File: config.mk
export PLATFORM = sky130hd
export DESIGN_NAME = parallax_gps_responder
export DESIGN_NICKNAME = d
export VERILOG_FILES = /design/src/rtl/parallax_gps_responder.sv
export SDC_FILE = /design/constraint.sdc
export NUM_CORES = 1
export LEC_CHECK = 0
export CORE_MARGIN = 1
export CORE_UTILIZATION = 55
export CTS_CLUSTER_SIZE = 8
export DETAILED_ROUTE_END_ITERATION = 7
export GPL_TIMING_DRIVEN = 0
export PLACE_DENSITY = 0.86
export SLEW_MARGIN = 20
export SYNTH_ARGS = -nofsm -noshare
export SYNTH_HDL_FRONTEND = slang
export SYNTH_HIERARCHICAL = 1
export SYNTH_SLANG_ARGS = --single-unit
export TNS_END_PERCENT = 5
File: constraint.sdc
create_clock -name clk -period 5.5 [get_ports clk]
set_input_delay 1.1 -clock clk [delete_from_list [all_inputs] [get_ports clk]]
set_output_delay 1.1 -clock clk [all_outputs]
set_load 0.05 [all_outputs]
File: src/rtl/parallax_gps_responder.sv
// Parallax-GPS-style responder on a shared half-duplex serial line.
// Parses "!GPS"+cmd, waits a turnaround, then replies with a snapshot of
// the addressed data field, driving the line only while it talks.

// Minimal 8N1 uart: transmit accepts a new byte on the same clock the
// previous stop bit ends, so consecutive bytes go out with no gap.
module uart #(
   parameter int BAUD   = 4800,
   parameter int CLK_HZ = 50_000_000
) (
   input  logic       clk,
   input  logic       rst,
   input  logic       rxd,
   output logic       txd,
   input  logic [7:0] tx_data,
   input  logic       tx_data_valid,
   output logic       tx_data_ack,
   output logic [7:0] rx_data,
   output logic       rx_data_valid
);

   localparam int BIT_CLKS = CLK_HZ / BAUD;
   localparam int CW       = $clog2(BIT_CLKS) + 1;
   localparam logic [CW-1:0] BIT_LAST  = CW'(BIT_CLKS - 1);
   localparam logic [CW-1:0] HALF_LAST = CW'(BIT_CLKS / 2 - 1);

   logic          tx_busy_q, tx_busy_d;
   logic [CW-1:0] tx_cnt_q, tx_cnt_d;
   logic [3:0]    tx_bits_q, tx_bits_d;
   logic [8:0]    tx_shift_q, tx_shift_d;
   logic          txd_q, txd_d;
   logic          tx_done;

   logic          rx_busy_q, rx_busy_d;
   logic [CW-1:0] rx_cnt_q, rx_cnt_d;
   logic [3:0]    rx_bits_q, rx_bits_d;
   logic [7:0]    rx_shift_q, rx_shift_d;
   logic [7:0]    rx_data_q, rx_data_d;
   logic          rx_valid_q, rx_valid_d;

   // transmit: start bit, 8 data bits LSB first, stop bit
   always_comb begin
      tx_busy_d   = tx_busy_q;
      tx_cnt_d    = tx_cnt_q;
      tx_bits_d   = tx_bits_q;
      tx_shift_d  = tx_shift_q;
      txd_d       = txd_q;
      tx_done     = tx_busy_q && (tx_cnt_q == '0) && (tx_bits_q == 4'd0);
      tx_data_ack = tx_data_valid && (!tx_busy_q || tx_done);
      if (tx_data_ack) begin
         tx_busy_d  = 1'b1;
         tx_shift_d = {1'b1, tx_data};
         tx_bits_d  = 4'd9;
         tx_cnt_d   = BIT_LAST;
         txd_d      = 1'b0;
      end else if (tx_busy_q) begin
         if (tx_cnt_q != '0) begin
            tx_cnt_d = tx_cnt_q - 1'b1;
         end else if (tx_bits_q == 4'd0) begin
            tx_busy_d = 1'b0;
         end else begin
            txd_d      = tx_shift_q[0];
            tx_shift_d = {1'b1, tx_shift_q[8:1]};
            tx_bits_d  = tx_bits_q - 4'd1;
            tx_cnt_d   = BIT_LAST;
         end
      end
   end

   // receive: mid-bit sampling, frame dropped on a bad start or stop bit
   always_comb begin
      rx_busy_d  = rx_busy_q;
      rx_cnt_d   = rx_cnt_q;
      rx_bits_d  = rx_bits_q;
      rx_shift_d = rx_shift_q;
      rx_data_d  = rx_data_q;
      rx_valid_d = 1'b0;
      if (!rx_busy_q) begin
         if (!rxd) begin
            rx_busy_d = 1'b1;
            rx_cnt_d  = HALF_LAST;
            rx_bits_d = 4'd0;
         end
      end else if (rx_cnt_q != '0) begin
         rx_cnt_d = rx_cnt_q - 1'b1;
      end else begin
         rx_cnt_d = BIT_LAST;
         if (rx_bits_q == 4'd0) begin
            if (rxd) rx_busy_d = 1'b0;
            else     rx_bits_d = 4'd1;
         end else if (rx_bits_q <= 4'd8) begin
            rx_shift_d = {rxd, rx_shift_q[7:1]};
            rx_bits_d  = rx_bits_q + 4'd1;
         end else begin
            rx_busy_d = 1'b0;
            if (rxd) begin
               rx_data_d  = rx_shift_q;
               rx_valid_d = 1'b1;
            end
         end
      end
   end

   // uart state registers
   always_ff @(posedge clk) begin
      if (rst) begin
         tx_busy_q  <= 1'b0;
         tx_cnt_q   <= '0;
         tx_bits_q  <= 4'd0;
         tx_shift_q <= '1;
         txd_q      <= 1'b1;
         rx_busy_q  <= 1'b0;
         rx_cnt_q   <= '0;
         rx_bits_q  <= 4'd0;
         rx_shift_q <= 8'h00;
         rx_data_q  <= 8'h00;
         rx_valid_q <= 1'b0;
      end else begin
         tx_busy_q  <= tx_busy_d;
         tx_cnt_q   <= tx_cnt_d;
         tx_bits_q  <= tx_bits_d;
         tx_shift_q <= tx_shift_d;
         txd_q      <= txd_d;
         rx_busy_q  <= rx_busy_d;
         rx_cnt_q   <= rx_cnt_d;
         rx_bits_q  <= rx_bits_d;
         rx_shift_q <= rx_shift_d;
         rx_data_q  <= rx_data_d;
         rx_valid_q <= rx_valid_d;
      end
   end

   assign txd           = txd_q;
   assign rx_data       = rx_data_q;
   assign rx_data_valid = rx_valid_q;

endmodule

// state    | meaning
// HUNT     | idle, waiting for '!'
// GOT_BANG | seen '!', expecting 'G'
// GOT_G    | seen "!G", expecting 'P'
// GOT_P    | seen "!GP", expecting 'S'
// GOT_S    | seen "!GPS", expecting command byte 0x00-0x09
// TURN     | command accepted, line left to the initiator for its tail
// SEND     | driving line, streaming reply bytes
// DRAIN    | still driving until the last byte plus one idle bit is out
module parallax_gps_responder #(
   parameter int BAUD       = 4800,
   parameter int CLK_HZ     = 50_000_000,
   parameter int TURN_CHARS = 3
) (
   input  logic        clk,
   input  logic        rst,
   input  logic        s_din,
   output logic        s_dout,
   output logic        s_oe,
   input  logic [7:0]  hw_version,
   input  logic [0:0]  info_valid,
   input  logic [3:0]  sats,
   input  logic [23:0] gmt_time,
   input  logic [23:0] gmt_date,
   input  logic [39:0] latitude,
   input  logic [39:0] longitude,
   input  logic [15:0] altitude,
   input  logic [15:0] speed,
   input  logic [15:0] heading,
   output logic [3:0]  last_cmd,
   output logic [15:0] query_count,
   output logic [0:0]  busy
);

   localparam int CHAR_CLKS = 10 * CLK_HZ / BAUD;
   localparam logic [31:0] TIMEOUT_CLKS = 32'(4 * CHAR_CLKS);
   localparam logic [31:0] TURN_CLKS    = 32'(TURN_CHARS * CHAR_CLKS);
   localparam logic [31:0] DRAIN_CLKS   = 32'(CHAR_CLKS + CHAR_CLKS / 10);
   localparam logic [7:0]  BANG = 8'h21;

   typedef enum logic [2:0] {
      HUNT, GOT_BANG, GOT_G, GOT_P, GOT_S, TURN, SEND, DRAIN
   } state_t;

   state_t      state_q, state_d;
   logic [31:0] timer_q, timer_d;
   logic [39:0] reply_q, reply_d;
   logic [2:0]  count_q, count_d;
   logic [3:0]  last_cmd_q, last_cmd_d;
   logic [15:0] query_count_q, query_count_d;
   logic        s_din_q, s_din_d;
   logic        s_oe_q, s_oe_d;
   logic        s_dout_q, s_dout_d;

   logic        txd, tx_valid, tx_ack, rx_valid;
   logic [7:0]  rx_data;
   logic [7:0]  parse_byte;
   state_t      parse_next;

   uart #(.BAUD(BAUD), .CLK_HZ(CLK_HZ)) u_uart (
      .clk           (clk),
      .rst           (rst),
      .rxd           (s_din_q),
      .txd           (txd),
      .tx_data       (reply_q[39:32]),
      .tx_data_valid (tx_valid),
      .tx_data_ack   (tx_ack),
      .rx_data       (rx_data),
      .rx_data_valid (rx_valid)
   );

   // state register
   always_ff @(posedge clk) begin
      if (rst) begin
         state_q       <= HUNT;
         timer_q       <= '0;
         reply_q       <= '0;
         count_q       <= 3'd0;
         last_cmd_q    <= 4'd0;
         query_count_q <= 16'd0;
         s_din_q       <= 1'b1;
         s_oe_q        <= 1'b0;
         s_dout_q      <= 1'b1;
      end else begin
         state_q       <= state_d;
         timer_q       <= timer_d;
         reply_q       <= reply_d;
         count_q       <= count_d;
         last_cmd_q    <= last_cmd_d;
         query_count_q <= query_count_d;
         s_din_q       <= s_din_d;
         s_oe_q        <= s_oe_d;
         s_dout_q      <= s_dout_d;
      end
   end

   // next state: header parse, command accept, turnaround and reply sequencing
   always_comb begin
      state_d       = state_q;
      timer_d       = timer_q;
      reply_d       = reply_q;
      count_d       = count_q;
      last_cmd_d    = last_cmd_q;
      query_count_d = query_count_q;
      s_din_d       = s_din;
      parse_byte    = 8'h00;
      parse_next    = HUNT;
      case (state_q)
         GOT_BANG: begin parse_byte = 8'h47; parse_next = GOT_G; end
         GOT_G:    begin parse_byte = 8'h50; parse_next = GOT_P; end
         GOT_P:    begin parse_byte = 8'h53; parse_next = GOT_S; end
         default:  ;
      endcase
      case (state_q)
         HUNT: begin
            timer_d = '0;
            if (rx_valid && rx_data == BANG) begin
               state_d = GOT_BANG;
               timer_d = TIMEOUT_CLKS;
            end
         end
         GOT_BANG, GOT_G, GOT_P: begin
            if (rx_valid) begin
               timer_d = TIMEOUT_CLKS;
               if (rx_data == parse_byte) begin
                  state_d = parse_next;
               end else if (rx_data == BANG) begin
                  state_d = GOT_BANG;
               end else begin
                  state_d = HUNT;
                  timer_d = '0;
               end
            end else if (timer_q == 32'd1) begin
               state_d = HUNT;
               timer_d = '0;
            end else begin
               timer_d = timer_q - 32'd1;
            end
         end
         GOT_S: begin
            if (rx_valid) begin
               if (rx_data <= 8'h09) begin
                  state_d       = TURN;
                  timer_d       = TURN_CLKS;
                  last_cmd_d    = rx_data[3:0];
                  query_count_d = query_count_q + 16'd1;
                  case (rx_data[3:0])
                     4'd0:    begin reply_d = {hw_version, 32'h0};        count_d = 3'd1; end
                     4'd1:    begin reply_d = {7'h0, info_valid, 32'h0};  count_d = 3'd1; end
                     4'd2:    begin reply_d = {4'h0, sats, 32'h0};        count_d = 3'd1; end
                     4'd3:    begin reply_d = {gmt_time, 16'h0};          count_d = 3'd3; end
                     4'd4:    begin reply_d = {gmt_date, 16'h0};          count_d = 3'd3; end
                     4'd5:    begin reply_d = latitude;                   count_d = 3'd5; end
                     4'd6:    begin reply_d = longitude;                  count_d = 3'd5; end
                     4'd7:    begin reply_d = {altitude, 24'h0};          count_d = 3'd2; end
                     4'd8:    begin reply_d = {speed, 24'h0};             count_d = 3'd2; end
                     default: begin reply_d = {heading, 24'h0};           count_d = 3'd2; end
                  endcase
               end else begin
                  state_d = HUNT;
                  timer_d = '0;
               end
            end else if (timer_q == 32'd1) begin
               state_d = HUNT;
               timer_d = '0;
            end else begin
               timer_d = timer_q - 32'd1;
            end
         end
         TURN: begin
            if (timer_q == 32'd1) begin
               state_d = SEND;
               timer_d = '0;
            end else begin
               timer_d = timer_q - 32'd1;
            end
         end
         SEND: begin
            if (tx_ack) begin
               reply_d = {reply_q[31:0], 8'h00};
               count_d = count_q - 3'd1;
               if (count_q == 3'd1) begin
                  state_d = DRAIN;
                  timer_d = DRAIN_CLKS;
               end
            end
         end
         DRAIN: begin
            if (timer_q == 32'd1) begin
               state_d = HUNT;
               timer_d = '0;
            end else begin
               timer_d = timer_q - 32'd1;
            end
         end
         default: state_d = HUNT;
      endcase
   end

   // outputs: line drive only while replying, idle-high otherwise
   always_comb begin
      tx_valid = (state_q == SEND);
      s_oe_d   = (state_q == SEND) || (state_q == DRAIN);
      s_dout_d = s_oe_d ? txd : 1'b1;
      busy     = (state_q != HUNT);
   end

   assign s_dout      = s_dout_q;
   assign s_oe        = s_oe_q;
   assign last_cmd    = last_cmd_q;
   assign query_count = query_count_q;

endmodule

==> results.yml <==
clock_tree:
  cts-htree-levels: 4
  cts_resized: 0
  clock-sinks: 167
  cts_hold_buf: 0
  clk_pin_slew_ps: 70
  clkLatencyLatePin_ps: 430
  cts.path.max_buffers: 2
  cts_buffers: 17
  cts_tree: "yes"
  root_buffer: "clkbuf_16"
  post_cts_buffers: 0
drt:
  vias: 10533
  viasPerCell: 6.22
  drc: 0
  drt-total-wl_mm: 31.2
  postRouteAntennaNets: 0
  first_iter_violations: 1093
  post_drt_wl_per_cell_um: 18.4
  drtPass1Iterations: 7
synthesis:
  ys_ff_latch: 167
  synth.avg_cell_area_um2: 7.79
  synth-simple-area-share_pct: 27.7
  synth.distinct_cells: 83
  netlist.area_leader.share_pct: 34.9
  synth_common_cells: "nor2_1, dfxtp_1, nand2_1"
  yosys.area.top_type: "dfxtp_1"
  post-synth-top-count-cell: "nor2_1"
  ys.flop_type: "dfxtp_1"
  yosysWarnings: 6
  synthCells: 1228
  synthXorXnorAreaFrac_pct: 4.21
  synth-edff-count: 0
  synth_compound_area_share_pct: 22.7
  async_reset_ff_share_pct: 0
  synthAdderAreaFrac_pct: 1.44
  synth.area.top_cells: "dfxtp_1, nor2_1, a21oi_1"
  ys_seq_area_share_pct: 34.9
  synth_mux_area_share_pct: 4.25
  syn_area_um2: 9570
  syn-num-nets: 1431
  synth_top_family_by_area: "simple AND/OR/NAND/NOR gates"
placed_design:
  gp_congestion: 0.922
  dpl.cell_count: 1662
  portBuffers: 214
  hpwl_mm: 23.3
  place_area_um2: 12000
worst_setup_path:
  timing.rr.start: "state_q[2]"
  endpoint_kind: "flop"
  crit_chain: "buf_2, nor2b_1, nand2_1, inv_1, clkbuf_1, clkbuf_1, nand2_1, nor2_1, and3_1, nor2_1, buf_2, nor3_2, nand3_1, xor2_1, nor2_2"
  rrSetupSlack_ps: 1090
  crit_arrival_ps: 4730
  reg2regPathDepth: 15
  startpoint_type: "flop"
  critPathMaxStageDelay_ps: 590
  required_ps: 5820
  crit_fanout: 12
  crit_slowest_cell: "clkbuf_1"
  path_class: "reg2reg"
  r2r_end: "timer_q[29]"
global_routing:
  track_usage_pct: 34.4
  grt_antenna_before_repair: 0
  grt.overflow.total: 0
  grt_pass1_vias: 10055
  grt_first_pass_wirelength_mm: 49.3
  grt_max_degree: 17
floorplanning:
  die_h_um: 134
  dieArea_um2: 17900
  io_pins: 215
  core_area_um2: 16800
  fp-row-count: 47
  start_util_pct: 57.1
  die_w_um: 134
timing:
  worst_pin_slew_ps: 977
  holdWs_ps: 458
  setup_tns_ps: 0
  clock_skew_ps: 13.7
  hold_viol_final: 0
  fin_crit_sh_pct: 80.2
  slew_headroom_pct: 34.0
  rsz0062_at_grt: "false"
  report.final.slew_viol_count: 0
  setup_viol: 0
  period_needed_ps: 4410
  fmax_mhz: 227
run_status:
  outcome: "completed"
job:
  max_cap_viol_count: 0
power:
  leakage_nw: 4.61
  p_per_area_nw_per_um2: 212
  ir_drop_mv: 0.209
finish:
  final_cells: 1694
  area_delta_synth_final_pct: 31.2
  layout.nets: 1664
  diodes: 0
  final_cell_area_um2: 12600
  drive_gt1_share_pct: 5.90
worst_hold_path:
  hold_depth: 2
  min_to: "last_cmd[0]"
  min_from: "last_cmd[0]"
  hold_class: "reg2reg"
[cells by family (layout without fill, tap and decap cells)]
family / after synthesis / after routing
xor+xnor: 46 / 46
fa+ha+maj: 11 / 11
mux: 38 / 38
buf+inv: 113 / 359
simple gates: 527 / 527
flops: 167 / 167
compound gates: 326 / 326
[how the worst max path moves through the flow]
stage	from	end	slack, ps	depth (start not counted)
2_1_floorplan	u_uart/tx_cnt_q[0]	timer_q[19]	2520	12
3_3_place_gp	state_q[2]	timer_q[29]	1430	15
3_5_place_dp	state_q[2]	timer_q[29]	1340	15
4_1_cts	state_q[2]	timer_q[29]	1240	15
5_1_grt	state_q[2]	timer_q[29]	770	15
6_report	state_q[2]	timer_q[29]	1090	15
[power by group]
| group | total (W) | internal [W] | switching, W |
|---|---|---|---|
| sequential | 0.00123 | 0.00122 | 0.0000118 |
| combinational | 0.000277 | 0.000168 | 0.000109 |
| clock | 0.00115 | 0.000629 | 0.000523 |
| total | 0.00266 | 0.00202 | 0.000644 |
[layer usage]
metal	GRT usage, %	part of all wire, %	up-vias
met4	15.7	3.5	0
met3	8.16	9.5	88
met2	58.6	48	615
li1	-	-	4964
met5	0	0	-
met1	41.0	39	4866
[registers in the layout, summed over array words and instances, names as in the netlist]
name	count
state_q	3
u_uart/rx_bits_q	4
count_q	3
timer_q	32
s_dout	1
u_uart/rx_busy_q	1
s_din_q	1
u_uart/rx_shift_q	8
s_oe	1
reply_q	40
u_uart/rx_data	8
u_uart/rx_data_valid	1
u_uart/rx_cnt_q	15
last_cmd	4
u_uart/txd	1
u_uart/tx_cnt_q	15
u_uart/tx_shift_q	8
u_uart/tx_bits_q	4
u_uart/tx_busy_q	1
query_count	16
[placed cells by master (no fill, tap or decap), types with 6 or more instances in the layout]
master,n
a211oi_1,19
a21o_1,6
a21oi_1,95
a221oi_1,21
a222oi_1,8
a22oi_1,17
a311oi_1,18
a31oi_1,13
a41oi_1,8
and2_1,7
and3_1,11
buf_2,11
clkbuf_1,68
clkbuf_16,17
clkdlybuf4s50_1,214
dfxtp_1,167
ha_1,11
inv_1,25
mux2i_1,35
nand2_1,116
nand2b_1,9
nand3_1,28
nor2_1,173
nor2b_1,10
nor3_1,70
nor3b_1,6
nor4_1,17
o211ai_1,7
o21ai_0,58
o22ai_1,11
o31ai_1,9
or3_1,17
or4_1,8
xnor2_1,15
xor2_1,31
[per-stage QoR]
step | util, % | total power [W] | worst slack [ps]
detailed placement | 71.5 | 0.00153 | 1340
floorplan | - | 0.00136 | 2520
finish | 74.9 | 0.00266 | 1090
CTS | 74.9 | 0.00266 | 1240
global placement | 71.5 | 0.00153 | 1430
global route | 74.9 | 0.00275 | 773
[area by class of cell]
class | instances | area (um^2)
clock buffers | 20 | 467
fillers | 1275 | 4200
multi-input cells | 948 | 5760
flip-flops and latches | 167 | 3340
clock inverters | 12 | 105
repair buffers | 214 | 2140
well taps | 220 | 275
inverters | 25 | 93.8
plain buffers | 88 | 368
[critical path, delay by kind of cell, from the launching register on]
family                    cells  cell delay [ps]
xor gates and xnor gates      1              220
buffers and inverters         5             1690
DFF                           1              360
and+or+nand+nor               9             2000
No activity file was read; power rests on OpenSTA's default activity.
